`config.mk`:
```
export PLATFORM = sky130hd
export DESIGN_NAME = warp_scheduler
export DESIGN_NICKNAME = d
export VERILOG_FILES = /design/src/rtl/warp_scheduler_pkg.sv /design/src/rtl/warp_scheduler_rr_picker.sv /design/src/rtl/warp_scheduler.sv
export SDC_FILE = /design/constraint.sdc
export NUM_CORES = 1
export LEC_CHECK = 0
export ABC_AREA = 0
export CAP_MARGIN = 20
export CELL_PAD_IN_SITES_DETAIL_PLACEMENT = 1
export CELL_PAD_IN_SITES_GLOBAL_PLACEMENT = 2
export CORE_UTILIZATION = 30
export DETAILED_ROUTE_END_ITERATION = 10
export GPL_ROUTABILITY_DRIVEN = 1
export HOLD_SLACK_MARGIN = 0.03
export MAX_ROUTING_LAYER = met4
export PLACE_DENSITY = 0.86
export SYNTH_ARGS = -nofsm -noshare
export SYNTH_HDL_FRONTEND = slang
export SYNTH_SLANG_ARGS = --single-unit
export TNS_END_PERCENT = 20
```
`constraint.sdc`:
```
create_clock -name clk -period 2.75 [get_ports clk]
set_input_delay 0.4125 -clock clk [delete_from_list [all_inputs] [get_ports clk]]
set_output_delay 0.4125 -clock clk [all_outputs]
set_load 0.02 [all_outputs]
```
`src/rtl/warp_scheduler_pkg.sv`:
```
// Shared types for the warp scheduler: pipeline stage and per-warp status encodings.
package warp_scheduler_pkg;

    typedef enum logic [2:0] {
        WARP_IDLE,
        WARP_FETCH,
        WARP_DECODE,
        WARP_REQUEST,
        WARP_WAIT,
        WARP_EXECUTE,
        WARP_UPDATE,
        WARP_DONE
    } warp_state_t;

    typedef enum logic [1:0] {
        READY,
        PARKED,
        RETIRED
    } warp_status_t;

endpackage

```
`src/rtl/warp_scheduler_rr_picker.sv`:
```
// Combinational round-robin search: first set mask bit at base+1, base+2, ..., base (mod NUM_WARPS).
module rr_picker #(
    parameter int NUM_WARPS = 4,
    parameter int WID_W     = $clog2(NUM_WARPS)
) (
    input  logic [NUM_WARPS-1:0] mask,
    input  logic [WID_W-1:0]     base,
    output logic [WID_W-1:0]     sel,
    output logic                 found
);

    logic [WID_W-1:0] cand;

    always_comb begin
        sel   = '0;
        found = 1'b0;
        cand  = '0;
        // Index arithmetic wraps naturally since NUM_WARPS is a power of two.
        for (int i = 1; i <= NUM_WARPS; i++) begin
            cand = base + WID_W'(i);
            if (!found && mask[cand]) begin
                sel   = cand;
                found = 1'b1;
            end
        end
    end

endmodule

```
`src/rtl/warp_scheduler.sv`:
```
// Time-multiplexes one fetch/decode/execute pipeline across live warps, with HALT
// retirement and an all-live-warps SYNC barrier.
module warp_scheduler
    import warp_scheduler_pkg::*;
#(
    parameter int NUM_WARPS = 4,
    parameter int WID_W     = $clog2(NUM_WARPS)
) (
    input  logic              clk,
    input  logic              reset,
    input  logic              start,
    input  logic [WID_W:0]    warp_count,
    input  logic              fetch_valid,
    input  logic              decoded_halt,
    input  logic              decoded_sync,
    input  logic              decoded_mem_read_enable,
    input  logic              decoded_mem_write_enable,
    input  logic              lsu_done,
    output warp_state_t       warp_state,
    output logic [WID_W-1:0]  current_warp,
    output logic              pc_update,
    output logic              done
);

    warp_state_t                       state_q, state_d;
    logic [WID_W-1:0]                  cur_q, cur_d;
    logic                              pc_q, pc_d;
    logic                              done_q, done_d;
    warp_status_t [NUM_WARPS-1:0]      status_q, status_d, status_post;
    logic [NUM_WARPS-1:0]              rdy_mask, live_mask;
    logic [WID_W-1:0]                  rdy_sel, rel_sel;
    logic                              rdy_found, rel_found, any_parked;
    logic [WID_W:0]                    wc_clamp;
    logic                              do_select;

    assign warp_state   = state_q;
    assign current_warp = cur_q;
    assign pc_update    = pc_q;
    assign done         = done_q;

    assign wc_clamp = (warp_count > (WID_W+1)'(NUM_WARPS)) ? (WID_W+1)'(NUM_WARPS) : warp_count;

    // SELECT must see the current warp's HALT/SYNC outcome from this same cycle.
    always_comb begin
        status_post = status_q;
        if (state_q == WARP_REQUEST) begin
            if (decoded_halt)
                status_post[cur_q] = RETIRED;
            else if (decoded_sync)
                status_post[cur_q] = PARKED;
        end
    end

    for (genvar g = 0; g < NUM_WARPS; g++) begin : g_mask
        assign rdy_mask[g]  = (status_post[g] == READY);
        assign live_mask[g] = (status_post[g] != RETIRED);
    end

    assign any_parked = |(live_mask & ~rdy_mask);

    // The release pick treats every live warp as ready, which is exactly the post-barrier view.
    rr_picker #(.NUM_WARPS(NUM_WARPS), .WID_W(WID_W)) u_pick_ready (
        .mask  (rdy_mask),
        .base  (cur_q),
        .sel   (rdy_sel),
        .found (rdy_found)
    );

    rr_picker #(.NUM_WARPS(NUM_WARPS), .WID_W(WID_W)) u_pick_release (
        .mask  (live_mask),
        .base  (cur_q),
        .sel   (rel_sel),
        .found (rel_found)
    );

    always_comb begin
        state_d   = state_q;
        cur_d     = cur_q;
        pc_d      = 1'b0;
        done_d    = done_q;
        status_d  = status_q;
        do_select = 1'b0;

        case (state_q)
            WARP_IDLE: begin
                if (start) begin
                    cur_d  = '0;
                    done_d = 1'b0;
                    for (int i = 0; i < NUM_WARPS; i++)
                        status_d[i] = ((WID_W+1)'(i) < wc_clamp) ? READY : RETIRED;
                    if (wc_clamp == '0) begin
                        state_d = WARP_DONE;
                        done_d  = 1'b1;
                    end else begin
                        state_d = WARP_FETCH;
                    end
                end
            end
            WARP_FETCH:   if (fetch_valid) state_d = WARP_DECODE;
            WARP_DECODE:  state_d = WARP_REQUEST;
            WARP_REQUEST: begin
                if (decoded_halt) begin
                    do_select = 1'b1;
                end else if (decoded_sync) begin
                    pc_d      = 1'b1;
                    do_select = 1'b1;
                end else if (decoded_mem_read_enable || decoded_mem_write_enable) begin
                    state_d = WARP_WAIT;
                end else begin
                    state_d = WARP_EXECUTE;
                end
            end
            WARP_WAIT:    if (lsu_done) state_d = WARP_EXECUTE;
            WARP_EXECUTE: state_d = WARP_UPDATE;
            WARP_UPDATE: begin
                pc_d      = 1'b1;
                do_select = 1'b1;
            end
            WARP_DONE:    state_d = WARP_IDLE;
            default:      state_d = WARP_IDLE;
        endcase

        if (do_select) begin
            status_d = status_post;
            if (rdy_found) begin
                cur_d   = rdy_sel;
                state_d = WARP_FETCH;
            end else if (any_parked && rel_found) begin
                for (int i = 0; i < NUM_WARPS; i++)
                    if (status_post[i] == PARKED) status_d[i] = READY;
                cur_d   = rel_sel;
                state_d = WARP_FETCH;
            end else begin
                state_d = WARP_DONE;
                done_d  = 1'b1;
            end
        end
    end

    always_ff @(posedge clk or negedge reset) begin
        if (!reset) begin
            state_q <= WARP_IDLE;
            cur_q   <= '0;
            pc_q    <= 1'b0;
            done_q  <= 1'b0;
            for (int i = 0; i < NUM_WARPS; i++) status_q[i] <= RETIRED;
        end else begin
            state_q  <= state_d;
            cur_q    <= cur_d;
            pc_q     <= pc_d;
            done_q   <= done_d;
            status_q <= status_d;
        end
    end

endmodule
```
==> results.yml <==
status:
  outcome: "finished, final reports clean"
synthesis:
  synth_compound_area_share_pct: 38.1
  yosysMostFrequentCell: "nor2_1"
  yosys_warnings: 0
  synth_area_leaders: "dfrtp_1, a21oi_1, dfstp_2, nor2_1, nand2_1"
  yosys-top-cells-count: "nor2_1, a21oi_1, nand2_1, o21ai_0, dfrtp_1"
  synth-simple-area-share_pct: 23.0
  synthAdderAreaFrac_pct: 3.08
  synth_edf_count: 0
  yosys.area.top_type_share_pct: 16.9
  syn-num-nets: 225
  syn_inst: 209
  ys_types: 57
  synth_top_cell_by_area: "dfrtp_1"
  synth_top_family_by_area: "compound AO/OA/AOI/OAI gates"
  ys_seq_area_share_pct: 23.4
  muxShareOfSynthArea_pct: 6.70
  synth-seq-cells: 15
  synth_area_mm2: 0.00162
  synth.avg_cell_area_um2: 7.77
  synthArstFlopShare_pct: 100
  synth-xor-area-share_pct: 0
  synth-main-ff-cell: "dfrtp_1"
sta:
  tightest_slew_ns: 0.795
  finClkSkew_ns: 0.00525
  period_share_pct: 95.3
  maxSlewHeadroom_pct: 46.8
  drv_slew: 0
  rsz0062_at_grt: "false"
  min_period_ns: 2.62
  whs_ns: 0.509
  worst_slack_ns: 0.130
  finalSetupViolations: 0
  hold_violations: 0
  fmax_mhz: 382
critical_path:
  crit_path_max_fanout: 7
  start_kind: "flip-flop"
  cp_num_buf_inv: 4
  path_cells: "clkinv_1, ha_1, inv_1, a2bb2oi_1, o32ai_1, buf_4, a31oi_1, buf_4, o2bb2ai_1, a211o_1"
  cp.arrival_ns: 2.77
  endpoint_kind: "flip-flop"
  criticalPathCategory: "flip-flop to flip-flop"
  path_depth: 10
  worstRegToRegCells: 10
  slowest_stage: "dfrtp_1"
  rrSetupSlack_ns: 0.13
  required_ns: 2.91
  crit_family: "compound AO/OA/AOI/OAI gates"
  slowest_delay_ns: 0.42
  cp_common_cell: "buf_4"
global_route:
  grt_antenna_before_repair: 0
  grt_overflow: 0
  grt_pass1_vias: 1829
  track_usage_pct: 22.6
  grt_pass1_wl_um: 9260
  grt_max_degree: 16
die:
  die_w_um: 75.6
  die_area_mm2: 0.00571
  pin_count: 19
  coreArea_mm2: 0.00517
  chipHeight_um: 75.6
  initial_core_util_pct: 31.4
  row_count: 26
routing:
  ant_nets: 0
  drc: 0
  vias: 1801
  firstDrtPassIters: 4
  drt_iter0_drc: 90
  viasPerCell: 5.75
  drt_wl_total_um: 5900
  wire_per_inst_um: 18.8
finish:
  diodes: 0
  nets: 260
  drive_above_1_share_pct: 17.3
  finalNonFillerCells: 313
  area_delta_synth_final_pct: 26.5
place:
  gp_congestion: 0.961
  dp.cells: 309
  port_buffers: 18
  hpwl_um: 4680
  place_ws_ns: -0.0368
worst_hold_path:
  hp-class: "flip-flop to flip-flop"
  min_path_cells: 2
power_and_ir_drop:
  p_per_area_mw_per_mm2: 1220
  peakVddDrop_mv: 0.458
  leakagePower_nw: 0.818
clock_network:
  path_clk_slew_ns: 0.08
  clockBufferDepth: 2
  htreeDepth: 1
  numCtsBuffers: 3
  cts_tree: "built"
  clk_latency_ns: 0.27
  numClockSinks: 15
  root_buffer: "clkbuf_8"
flow_run:
  cap_violations: 0
## logic make-up (layout without fill, tap and decap cells)
group,Yosys count,count (layout)
mux,7,7
simple gates,77,77
flops,15,15
buf+inv,20,54
compound gates,86,86
fa+ha+maj,4,4
## tightest hold or removal path: stages, from the launching register on
cell	delay [ns]
dfrtp_1	0.35
nand2_1	0.05
nand3_1	0.07
## final timing paths
kind                                       from         endpoint
worst min register to register             done             done
max in group asynchronous                 reset      status_q[0]
worst min-delay path                       done             done
worst max-delay path            current_warp[0]  current_warp[1]
min in group asynchronous                 reset    warp_state[2]
worst max register to register  current_warp[0]  current_warp[1]
## placed cells by master, fill, tap and decap left out, drive strengths merged, types with 4 or more instances in the layout
master and n:
a21oi 22, and2 4, buf 22, clkdlybuf4s50 18, dfrtp 11, dfstp 4
ha 4, inv 9, nand2 21, nand2b 5, nand3 7, nor2 25
o21ai 15, o31ai 6, o41ai 4
## per-layer routing
| metal | vias up | routed length (um) | global-route usage [%] |
|---|---|---|---|
| met4 | 0 | 46 | 5.56 |
| li1 | 866 | - | - |
| met1 | 880 | 2770 | 29.1 |
| met3 | 7 | 226 | 4.10 |
| met5 | - | 0 | - |
| met2 | 48 | 2850 | 36.8 |
## area by class of cell
| class | count | area, um^2 |
|---|---|---|
| Tap cell | 70 | 87.6 |
| Inverter | 10 | 37.5 |
| Timing Repair Buffer | 40 | 345 |
| Multi-Input combinational cell | 174 | 1150 |
| Sequential cell | 15 | 380 |
| Fill cell | 657 | 3120 |
| Clock inverter | 1 | 7.51 |
| Clock buffer | 3 | 41.3 |
## through the flow
step           cell area (um^2)  utilization (%)  total power [mW]  setup TNS (ns)
5_1_grt                    2050             39.7              2.69               0
3_5_place_dp               2000             38.7              2.27         -0.0368
6_report                   2050             39.7              2.50               0
2_1_floorplan              1620                -              1.63               0
3_3_place_gp               2000             38.7              2.22               0
4_1_cts                    2050             39.7              2.49               0
## power by group
part | total (mW) | switching [mW] | leakage (nW) | internal, mW
clock | 0.207 | 0.105 | 0.0217 | 0.102
combinational | 1.84 | 1.04 | 0.613 | 0.793
sequential | 0.453 | 0.128 | 0.184 | 0.325
## sequential cells by signal, indices dropped and copies added (netlist names)
name          flops
current_warp      2
done              1
status_q          8
warp_state        3
pc_update         1
## repair_timing
action,4_1_cts,5_1_grt
setup buffers,0,0
resized for setup,0,1
endpoints found under the setup margin,0,1
hold buffers,0,0
(Power assumes the default switching activity.)
